`src/rtl/cache_pkg.sv`:
```
// Shared cache-subsystem definitions: geometry constants, refill FSM states and
// the critical-word-first wrap helper.
package cache_pkg;

    localparam int unsigned ADR_WIDTH      = 32;
    localparam int unsigned DATA_WIDTH     = 32;
    localparam int unsigned WORDS_PER_LINE = 4;
    localparam int unsigned LINE_WIDTH     = WORDS_PER_LINE * DATA_WIDTH;
    localparam int unsigned OFFSET_LSB     = 2;
    localparam int unsigned LINE_LSB       = 4;

    typedef enum logic [1:0] {
        StIdle,
        StWb,
        StRd,
        StResp
    } refill_state_e;

    // Word slot visited at step k of a wrap burst starting at base; wraps 3 -> 0.
    function automatic logic [1:0] wrap_idx(input logic [1:0] base, input logic [1:0] k);
        return base + k;
    endfunction

endpackage

```
`src/rtl/line_buffer.sv`:
```
// Refill assembly buffer: holds the incoming line, the burst word counter and the
// critical-word offset, and produces the slot the current read lands in.
module line_buffer #(
    parameter int unsigned DATA_WIDTH = cache_pkg::DATA_WIDTH,
    parameter int unsigned WORDS      = cache_pkg::WORDS_PER_LINE
) (
    input  logic                          clk_i,
    input  logic                          rst_ni,
    input  logic                          start_i,
    input  logic [1:0]                    crit_i,
    input  logic                          adv_i,
    input  logic                          wr_i,
    input  logic [DATA_WIDTH-1:0]         wr_dat_i,
    output logic [1:0]                    cnt_o,
    output logic [1:0]                    crit_o,
    output logic [1:0]                    slot_o,
    output logic [WORDS*DATA_WIDTH-1:0]   line_o
);
    import cache_pkg::*;

    logic [1:0]                       cnt_q;
    logic [1:0]                       crit_q;
    logic [WORDS-1:0][DATA_WIDTH-1:0] line_q;

    // Counter restarts per request; it advances on every accepted memory word and
    // wraps naturally from the writeback burst into the read burst.
    always_ff @(posedge clk_i or negedge rst_ni) begin
        if (!rst_ni) begin
            cnt_q  <= 2'd0;
            crit_q <= 2'd0;
        end else if (start_i) begin
            cnt_q  <= 2'd0;
            crit_q <= crit_i;
        end else if (adv_i) begin
            cnt_q  <= cnt_q + 2'd1;
        end
    end

    // Line storage is only written by read data, so the previous line stays visible
    // until new words arrive.
    always_ff @(posedge clk_i or negedge rst_ni) begin
        if (!rst_ni) begin
            line_q <= '0;
        end else if (wr_i) begin
            line_q[slot_o] <= wr_dat_i;
        end
    end

    assign cnt_o  = cnt_q;
    assign crit_o = crit_q;
    assign slot_o = wrap_idx(crit_q, cnt_q);
    assign line_o = line_q;

endmodule

```
`src/rtl/line_refill_ctrl.sv`:
```
// Memory-side refill controller: optional dirty-victim writeback followed by a
// critical-word-first line read, with early critical word and full-line handback.
module line_refill_ctrl #(
    parameter int unsigned ADR_WIDTH      = cache_pkg::ADR_WIDTH,
    parameter int unsigned DATA_WIDTH     = cache_pkg::DATA_WIDTH,
    parameter int unsigned WORDS_PER_LINE = cache_pkg::WORDS_PER_LINE
) (
    input  logic                                 clk,
    input  logic                                 rst,
    input  logic                                 cache_req_i,
    input  logic [ADR_WIDTH-1:0]                 cache_adr_i,
    input  logic                                 victim_vld_i,
    input  logic [ADR_WIDTH-1:0]                 victim_adr_i,
    input  logic [WORDS_PER_LINE*DATA_WIDTH-1:0] victim_dat_i,
    output logic                                 cache_busy_o,
    output logic                                 cache_crit_vld_o,
    output logic [DATA_WIDTH-1:0]                cache_crit_dat_o,
    output logic                                 cache_ack_o,
    output logic [WORDS_PER_LINE*DATA_WIDTH-1:0] cache_line_o,
    output logic                                 mem_req_o,
    output logic                                 mem_we_o,
    output logic [ADR_WIDTH-1:0]                 mem_adr_o,
    output logic [DATA_WIDTH-1:0]                mem_dat_o,
    input  logic                                 mem_ack_i,
    input  logic [DATA_WIDTH-1:0]                mem_dat_i
);
    import cache_pkg::*;

    localparam int unsigned TagW = ADR_WIDTH - LINE_LSB;

    refill_state_e                             state_q;
    logic [TagW-1:0]                           line_adr_q;
    logic [TagW-1:0]                           victim_line_q;
    logic [WORDS_PER_LINE-1:0][DATA_WIDTH-1:0] victim_dat_q;

    logic                  busy_q;
    logic                  crit_vld_q;
    logic [DATA_WIDTH-1:0] crit_dat_q;
    logic                  ack_q;
    logic                  mem_req_q;
    logic                  mem_we_q;
    logic [ADR_WIDTH-1:0]  mem_adr_q;
    logic [DATA_WIDTH-1:0] mem_dat_q;

    logic       buf_start;
    logic       buf_adv;
    logic       buf_wr;
    logic [1:0] cnt;
    logic [1:0] crit;
    logic [1:0] slot;
    logic [1:0] nxt_cnt;
    logic [1:0] nxt_rd_idx;
    logic       last_word;
    logic       unused_adr_bits;

    // Buffer strobes decoded from the current state and memory handshake.
    always_comb begin
        buf_start  = 1'b0;
        buf_adv    = 1'b0;
        buf_wr     = 1'b0;
        nxt_cnt    = cnt + 2'd1;
        nxt_rd_idx = wrap_idx(crit, nxt_cnt);
        last_word  = (cnt == 2'd3);
        unique case (state_q)
            StIdle: buf_start = cache_req_i;
            StWb:   buf_adv   = mem_ack_i;
            StRd: begin
                buf_adv = mem_ack_i;
                buf_wr  = mem_ack_i;
            end
            default: ;
        endcase
    end

    line_buffer #(
        .DATA_WIDTH (DATA_WIDTH),
        .WORDS      (WORDS_PER_LINE)
    ) u_line_buffer (
        .clk_i    (clk),
        .rst_ni   (rst),
        .start_i  (buf_start),
        .crit_i   (cache_adr_i[LINE_LSB-1:OFFSET_LSB]),
        .adv_i    (buf_adv),
        .wr_i     (buf_wr),
        .wr_dat_i (mem_dat_i),
        .cnt_o    (cnt),
        .crit_o   (crit),
        .slot_o   (slot),
        .line_o   (cache_line_o)
    );

    // Refill FSM; every output is registered here and the memory request fields
    // only change on the edge that samples mem_ack_i.
    always_ff @(posedge clk or negedge rst) begin
        if (!rst) begin
            state_q       <= StIdle;
            line_adr_q    <= '0;
            victim_line_q <= '0;
            victim_dat_q  <= '0;
            busy_q        <= 1'b0;
            crit_vld_q    <= 1'b0;
            crit_dat_q    <= '0;
            ack_q         <= 1'b0;
            mem_req_q     <= 1'b0;
            mem_we_q      <= 1'b0;
            mem_adr_q     <= '0;
            mem_dat_q     <= '0;
        end else begin
            crit_vld_q <= 1'b0;
            ack_q      <= 1'b0;
            unique case (state_q)
                StIdle: begin
                    if (cache_req_i) begin
                        line_adr_q    <= cache_adr_i[ADR_WIDTH-1:LINE_LSB];
                        victim_line_q <= victim_adr_i[ADR_WIDTH-1:LINE_LSB];
                        victim_dat_q  <= victim_dat_i;
                        busy_q        <= 1'b1;
                        mem_req_q     <= 1'b1;
                        if (victim_vld_i) begin
                            state_q   <= StWb;
                            mem_we_q  <= 1'b1;
                            mem_adr_q <= {victim_adr_i[ADR_WIDTH-1:LINE_LSB], 2'b00, 2'b00};
                            mem_dat_q <= victim_dat_i[DATA_WIDTH-1:0];
                        end else begin
                            state_q   <= StRd;
                            mem_we_q  <= 1'b0;
                            mem_adr_q <= {cache_adr_i[ADR_WIDTH-1:OFFSET_LSB], 2'b00};
                            mem_dat_q <= '0;
                        end
                    end
                end
                StWb: begin
                    if (mem_ack_i) begin
                        if (last_word) begin
                            // Writeback done; open the read burst at the critical word.
                            state_q   <= StRd;
                            mem_we_q  <= 1'b0;
                            mem_adr_q <= {line_adr_q, crit, 2'b00};
                            mem_dat_q <= '0;
                        end else begin
                            mem_adr_q <= {victim_line_q, nxt_cnt, 2'b00};
                            mem_dat_q <= victim_dat_q[nxt_cnt];
                        end
                    end
                end
                StRd: begin
                    if (mem_ack_i) begin
                        if (cnt == 2'd0) begin
                            crit_vld_q <= 1'b1;
                            crit_dat_q <= mem_dat_i;
                        end
                        if (last_word) begin
                            state_q   <= StResp;
                            mem_req_q <= 1'b0;
                            ack_q     <= 1'b1;
                        end else begin
                            mem_adr_q <= {line_adr_q, nxt_rd_idx, 2'b00};
                        end
                    end
                end
                StResp: begin
                    state_q <= StIdle;
                    busy_q  <= 1'b0;
                end
                default: state_q <= StIdle;
            endcase
        end
    end

    assign cache_busy_o     = busy_q;
    assign cache_crit_vld_o = crit_vld_q;
    assign cache_crit_dat_o = crit_dat_q;
    assign cache_ack_o      = ack_q;
    assign mem_req_o        = mem_req_q;
    assign mem_we_o         = mem_we_q;
    assign mem_adr_o        = mem_adr_q;
    assign mem_dat_o        = mem_dat_q;

    // Byte offsets and the victim offset field carry no information here.
    assign unused_adr_bits = ^{cache_adr_i[OFFSET_LSB-1:0], victim_adr_i[LINE_LSB-1:0], slot};

endmodule

```
`config.mk`:
```
export PLATFORM = sky130hd
export DESIGN_NAME = line_refill_ctrl
export DESIGN_NICKNAME = d
export VERILOG_FILES = /design/src/rtl/cache_pkg.sv /design/src/rtl/line_buffer.sv /design/src/rtl/line_refill_ctrl.sv
export SDC_FILE = /design/constraint.sdc
export NUM_CORES = 1
export LEC_CHECK = 0
export CAP_MARGIN = 20
export CORE_ASPECT_RATIO = 0.8
export CORE_MARGIN = 8
export CORE_UTILIZATION = 49
export CTS_CLUSTER_SIZE = 40
export DETAILED_ROUTE_END_ITERATION = 8
export PLACE_DENSITY = 0.87
export SLEW_MARGIN = 20
export SYNTH_ARGS = -nofsm -noshare
export SYNTH_HDL_FRONTEND = slang
export SYNTH_SLANG_ARGS = --single-unit
```
`constraint.sdc`:
```
create_clock -name clk -period 3.05 [get_ports clk]
set_input_delay 0.305 -clock clk [delete_from_list [all_inputs] [get_ports clk]]
set_output_delay 0.305 -clock clk [all_outputs]
set_load 0.01 [all_outputs]
```
==> flow_metrics.py, run 1 <==
metrics = {
    "run_status": {
        "status": "completed",
    },
    "power_and_ir_drop": {
        "cellLeakagePower_uw": 0.0102,
        "peakVddDrop_mv": 0.734,
        "p_per_area_mw_per_mm2": 1130,
    },
    "grt": {
        "track_usage_pct": 23.3,
        "grt_start_max_net_pins": 90,
        "grt_pass1_vias": 13700,
        "grt_overflow": 0,
        "grt_pass1_wl_mm": 79.8,
        "antenna_found_initial": 11,
    },
    "clocking": {
        "ctsRootBufferMaster": "clkbuf_16",
        "clkLatencyLatePin_ns": 0.54,
        "htreeDepth": 2,
        "cts.hold.buffers_added": 1,
        "cts_buffer_depth": 3,
        "path_clk_slew_ns": 0.06,
        "cts.sinks": 417,
        "cts_tree": "built",
        "cts_buffers": 43,
        "cts_setup_buffers": 0,
        "cts_resized": 0,
    },
    "sta": {
        "max_freq_mhz": 416,
        "hold_viol_final": 0,
        "fin_crit_sh_pct": 78.8,
        "setup_viol": 0,
        "setup_ws_ns": 0.647,
        "slew_headroom_pct": 50.6,
        "skew_ns": 0.0144,
        "fin_crit_ns": 2.40,
        "worstMarginPinSlew_ns": 0.740,
        "timing.setup.tns_ns": 0,
        "rsz0062_at_grt": "false",
        "finalMaxSlewViolations": 0,
    },
    "worst_hold_path": {
        "hold_class": "in2async",
    },
    "drt": {
        "wl_per_cell_um": 23.2,
        "remaining_drc_errors": 0,
        "routed_via_density": 5.62,
        "drt-initial-drc-count": 776,
        "num_vias": 12300,
        "dr.pass1.iters": 5,
        "drt-total-wl_mm": 50.7,
        "ant_nets": 0,
    },
    "yosys": {
        "synth_top_cell_area_share_pct": 58.4,
        "avgSynthCellArea_um2": 14.6,
        "synth_top_area_cell": "dfrtp_1",
        "async_flop_share_pct": 100,
        "ys_warn_count": 0,
        "yosys_most_used_dff": "dfrtp_1",
        "ys_ff_latch": 417,
        "seq_area_frac_synth_pct": 58.4,
        "synthTopCellsByArea": "dfrtp_1 (58%), mux2_2 (23%), mux4_2 (4.0%)",
        "synthCells": 1226,
        "synth_edf_count": 0,
        "ys_types": 34,
        "netlist_area_mm2": 0.0179,
    },
    "final_layout": {
        "drive_gt1_share_pct": 30.5,
        "final_nets": 1905,
        "layout_common_cells": "clkdlybuf4s50_1 (447), dfrtp_1 (416), mux2_2 (370)",
        "area_growth_pct": 36.4,
        "nFillCells": 2369,
        "final_common_cell": "clkdlybuf4s50_1",
    },
    "flow_run": {
        "maxCapViolations": 0,
    },
    "setup_path": {
        "max_stage_delay_ns": 0.45,
        "cp-start-kind": "flop",
        "crit_chain": "inv_1 -> ha_1 -> nand2_1 -> nor3_4 -> buf_4 -> mux2_2",
        "end_kind": "flop",
        "worst-path-buf-inv": 2,
        "crit_slowest_cell": "buf_4",
        "path_class": "reg2reg",
        "cp.arrival_ns": 2.82,
        "cp_top_family": "buffers and inverters",
        "worstPathMaxFanout": 32,
        "crit_required_ns": 3.46,
    },
    "placement": {
        "routabilityCongestion": 0.808,
        "numPortBuffers": 449,
        "dpl.hpwl_mm": 35.7,
        "pre_cts_ws_ns": 0.644,
    },
    "floorplanning": {
        "core_mm2": 0.0359,
        "die_x_um": 230,
        "ios": 458,
        "start_util_pct": 49.8,
        "dieArea_mm2": 0.0429,
        "die_h_um": 187,
        "num_rows": 62,
    },
}
cells by family after synthesis:
logic type | Yosys count | synth area share (%)
xor+xnor | 6 | 0.336
flops | 417 | 58.4
other cells | 1 | 0.0210
compound gates | 197 | 7.73
buf+inv | 100 | 2.69
simple gates | 86 | 2.41
mux | 409 | 27.8
fa+ha+maj | 10 | 0.700
cell usage after synthesis, types with 5 or more instances:
cell      number
dfrtp_1      417
mux2_2       370
a22oi_1       60
a211oi_1      56
clkbuf_1      42
nor2_1        37
a21oi_1       36
mux4_2        32
nor2b_1       30
a21o_1        29
buf_2         25
buf_1         11
ha_1          10
buf_4          8
inv_1          8
nand2_1        8
o21ai_0        7
buf_6          6
nand2b_1       6
xnor2_1        5
layout make-up:
| type | instances | area [um^2] | share of cell area [%] |
|---|---|---|---|
| flip-flops and latches | 417 | 10400 | 42.8 |
| inverters | 8 | 30.0 | 0.123 |
| clock buffers | 58 | 1220 | 5.02 |
| well taps | 480 | 601 | 2.46 |
| diodes | 9 | 22.5 | 0.0924 |
| clock inverters | 15 | 116 | 0.477 |
| repair buffers | 486 | 4920 | 20.2 |
| multi-input cells | 710 | 7020 | 28.8 |
state kept, by name (all words and copies together) (netlist names):
name / cells
u_line_buffer.line_o: 128
victim_dat_q: 128
cache_crit_dat_o: 32
mem_dat_o: 32
mem_adr_o: 30
line_adr_q: 28
victim_line_q: 28
state_q: 2
u_line_buffer.cnt_o: 2
u_line_buffer.crit_o: 2
cache_ack_o: 1
cache_busy_o: 1
cache_crit_vld_o: 1
mem_req_o: 1
mem_we_o: 1
final timing paths:
path                                           startpoint                                    end  slack, ns  cells after the start
worst max-delay path               state_q[0]$_DFFE_PN0P_  u_line_buffer.line_o[115]$_DFFE_PN0P_       0.65                      6
worst min-delay path                                  rst              mem_adr_o[14]$_DFFE_PN0P_       0.31                      2
worst max register to register     state_q[0]$_DFFE_PN0P_  u_line_buffer.line_o[115]$_DFFE_PN0P_       0.65                      6
worst min register to register  mem_adr_o[24]$_DFFE_PN0P_              mem_adr_o[24]$_DFFE_PN0P_       0.48                      1
max in group asynchronous                             rst          victim_dat_q[118]$_DFFE_PN0P_       1.80                      3
min in group clk                         victim_dat_i[72]           victim_dat_q[72]$_DFFE_PN0P_       0.38                      2
through the flow:
| stage | hold slack (ns) | instance area, um^2 | utilization, % | instances | total power [uW] |
|---|---|---|---|---|---|
| floorplan | 0.00941 | 17900 | - | 1227 | 16900 |
| global placement | 0.308 | 23000 | 64.1 | 2100 | 22000 |
| detailed placement | 0.317 | 23000 | 64.1 | 2100 | 22700 |
| CTS | 0.321 | 24400 | 67.8 | 2174 | 27900 |
| global route | 0.354 | 24400 | 67.9 | 2183 | 29300 |
| finish | 0.310 | 24400 | 67.9 | 2183 | 27700 |
routing by layer:
layer  global-route usage, %  wire [um]  part of all wire (%)  up-vias
met5                       0         34                 0.067        -
met4                    8.33       1430                   2.8        4
met3                    7.19       3960                   7.8       85
met2                    39.3      25300                    50      470
met1                    27.9      20000                    39     6313
li1                        -          -                     -     5389
where the power goes:
group          leakage, uW  switching [uW]  total (uW)  internal, uW
sequential         0.00498            1640       10000          8390
clock             0.000650            2130        5030          2900
combinational      0.00454            5460       12600          7140
worst reg2reg max path: cells and delay by family (launching register included):
family | cells | cell delay (ns)
adders and majority gates | 1 | 0.44
buffers and inverters | 2 | 0.58
and+or+nand+nor | 2 | 0.41
muxes | 1 | 0.45
DFF | 1 | 0.42
(Power assumes the default switching activity.)
==> run 2, diff against run 1 <==
- CORE_UTILIZATION: 49 -> 45
- PLACE_DENSITY: 0.87 -> 0.84
- clock period: 3.05 -> 1.95 ns (I/O delays scaled with it)
==> flow_metrics.py, run 2 (synthesis results as in run 1) <==
metrics = {
    "run_status": {
        "status": "complete, but fails checks",
        "violations": "setup timing",
    },
    "final_layout": {
        "final_common_cell": "clkdlybuf4s50_1",
        "layout_common_cells": "clkdlybuf4s50_1 (447), dfrtp_1 (414), mux2_2 (274)",
        "design_area_mm2": 0.0261,
        "drive_gt1_share_pct": 34.6,
        "postLayoutCoreUtil_pct": 66.6,
        "area_growth_pct": 46.2,
        "antenna_cells": 0,
        "final_cells": 2298,
        "final_nets": 1970,
    },
    "power_and_ir_drop": {
        "peakVddDrop_mv": 0.848,
        "p_per_area_mw_per_mm2": 1810,
        "cellLeakagePower_uw": 0.0110,
    },
    "worst_hold_path": {
        "hold_class": "in2async",
    },
    "grt": {
        "antenna_found_initial": 2,
        "grt_start_max_net_pins": 71,
        "grt_pass1_vias": 13700,
        "grt_pass1_wl_mm": 81.6,
        "grt_overflow": 0,
        "track_usage_pct": 22.1,
    },
    "floorplanning": {
        "start_util_pct": 45.5,
        "dieArea_mm2": 0.0464,
        "num_rows": 65,
        "die_h_um": 194,
        "die_x_um": 239,
        "ios": 458,
        "core_mm2": 0.0393,
    },
    "setup_path": {
        "cp_top_family": "buffers and inverters",
        "crit_required_ns": 2.36,
        "worst-path-buf-inv": 3,
        "crit_chain": "ha_4 -> xnor2_2 -> buf_4 -> xnor2_4 -> nor3_4 -> buf_12 -> buf_8 -> mux2_2",
        "cp.arrival_ns": 2.57,
        "r2r_slack_ns": -0.21,
        "crit_slowest_cell": "dfrtp_2",
        "cp-start-kind": "flop",
        "r2r_cells": 8,
        "worstSetupEndpoint": "u_line_buffer.line_o[34]$_DFFE_PN0P_",
        "end_kind": "flop",
        "max_stage_delay_ns": 0.44,
        "crit_start": "u_line_buffer.cnt_o[0]$_DFFE_PN0P_",
        "path_class": "reg2reg",
        "reg2reg_to": "u_line_buffer.line_o[34]$_DFFE_PN0P_",
        "worstPathMaxFanout": 8,
        "cp.depth": 8,
        "reg2reg_from": "u_line_buffer.cnt_o[0]$_DFFE_PN0P_",
    },
    "placement": {
        "place_area_mm2": 0.0236,
        "placed_cells": 2185,
        "numPortBuffers": 449,
        "dpl.hpwl_mm": 36.9,
        "routabilityCongestion": 0.782,
    },
    "sta": {
        "hold_viol_final": 0,
        "worstMarginPinSlew_ns": 0.723,
        "skew_ns": 0.0147,
        "setup_viol": 128,
        "slew_headroom_pct": 51.8,
        "fin_crit_ns": 2.16,
        "setup_ws_ns": -0.206,
        "timing.setup.tns_ns": -17.48,
        "rsz0062_at_grt": "true",
        "fin_crit_sh_pct": 111,
        "max_freq_mhz": 464,
        "finalMaxSlewViolations": 0,
    },
    "drt": {
        "routed_via_density": 5.58,
        "remaining_drc_errors": 0,
        "drt-total-wl_mm": 58.1,
        "drt-initial-drc-count": 822,
        "dr.pass1.iters": 5,
        "num_vias": 12800,
        "ant_nets": 0,
        "wl_per_cell_um": 25.3,
    },
    "flow_run": {
        "maxCapViolations": 0,
    },
    "clocking": {
        "htreeDepth": 2,
        "ctsRootBufferMaster": "clkbuf_16",
        "cts.sinks": 417,
        "cts_buffer_depth": 3,
        "cts_tree": "built",
        "cts_buffers": 43,
        "path_clk_slew_ns": 0.07,
        "clkLatencyLatePin_ns": 0.53,
    },
}
## run 2: cell count changes in the layout (fill, tap and decap cells not counted), sizes merged
| cell | previous run | this run |
|---|---|---|
| buf | 38 | 90 |
| inv | 8 | 9 |
| clkbuf | 58 | 78 |
| clkinvlp | 5 | 4 |
| diode | 9 | 0 |
| clkinv | 9 | 5 |
## run 2: routing by layer
layer | wire, um | global-route usage [%]
met1 | 23800 | 28.3
met2 | 28900 | 38.0
met3 | 4080 | 5.14
met4 | 1250 | 4.61
met5 | 24 | 0
## run 2: power by group
part	switching [uW]	total (uW)	internal, uW
registers	2830	16000	13100
clock network	3460	8200	4740
logic	9570	23100	13500
total	15900	47200	31400
## run 2: repair_timing
action,CTS,global route
endpoints found under the setup margin,135,190
setup buffers,5,13
pin swaps,1,10
endpoints found under the hold margin,53,0
gates resized for setup,3,146
cloned,1,17
hold buffers,1,0
## run 2: layout make-up
class / instances / area (um^2)
inverters: 8 / 32.5
well taps: 536 / 671
fillers: 2619 / 13100
clock inverters: 11 / 93.8
flip-flops and latches: 417 / 10400
clock buffers: 65 / 1300
multi-input cells: 710 / 7550
repair buffers: 551 / 6060
## run 2: worst min path at each step
stage,startpoint,end,slack [ns],cells past startpoint
2_1_floorplan,rst,cache_ack_o$_DFF_PN0_,-0.10,0
3_3_place_gp,rst,cache_crit_vld_o$_DFF_PN0_,0.23,1
3_5_place_dp,rst,cache_crit_vld_o$_DFF_PN0_,0.23,1
4_1_cts,victim_vld_i,state_q[0]$_DFFE_PN0P_,0.24,4
5_1_grt,victim_dat_i[48],victim_dat_q[48]$_DFFE_PN0P_,0.26,2
6_report,rst,u_line_buffer.line_o[85]$_DFFE_PN0P_,0.23,2
## run 2: worst reg2reg max path: stages, from the launching register on
cell and delay, ns:
dfrtp_2 0.44, ha_4 0.17, xnor2_2 0.15, buf_4 0.16, xnor2_4 0.15, nor3_4 0.30
buf_12 0.17, buf_8 0.16, mux2_2 0.35
## run 2: metrics by stage
| stage | hold slack [ns] | setup WS [ns] | total power (uW) |
|---|---|---|---|
| 5_1_grt | 0.260 | -0.242 | 49500 |
| 6_report | 0.231 | -0.206 | 47200 |
| 2_1_floorplan | -0.101 | -0.0264 | 26700 |
| 4_1_cts | 0.236 | -0.116 | 45000 |
| 3_3_place_gp | 0.229 | -0.0723 | 35200 |
| 3_5_place_dp | 0.228 | -0.106 | 36200 |
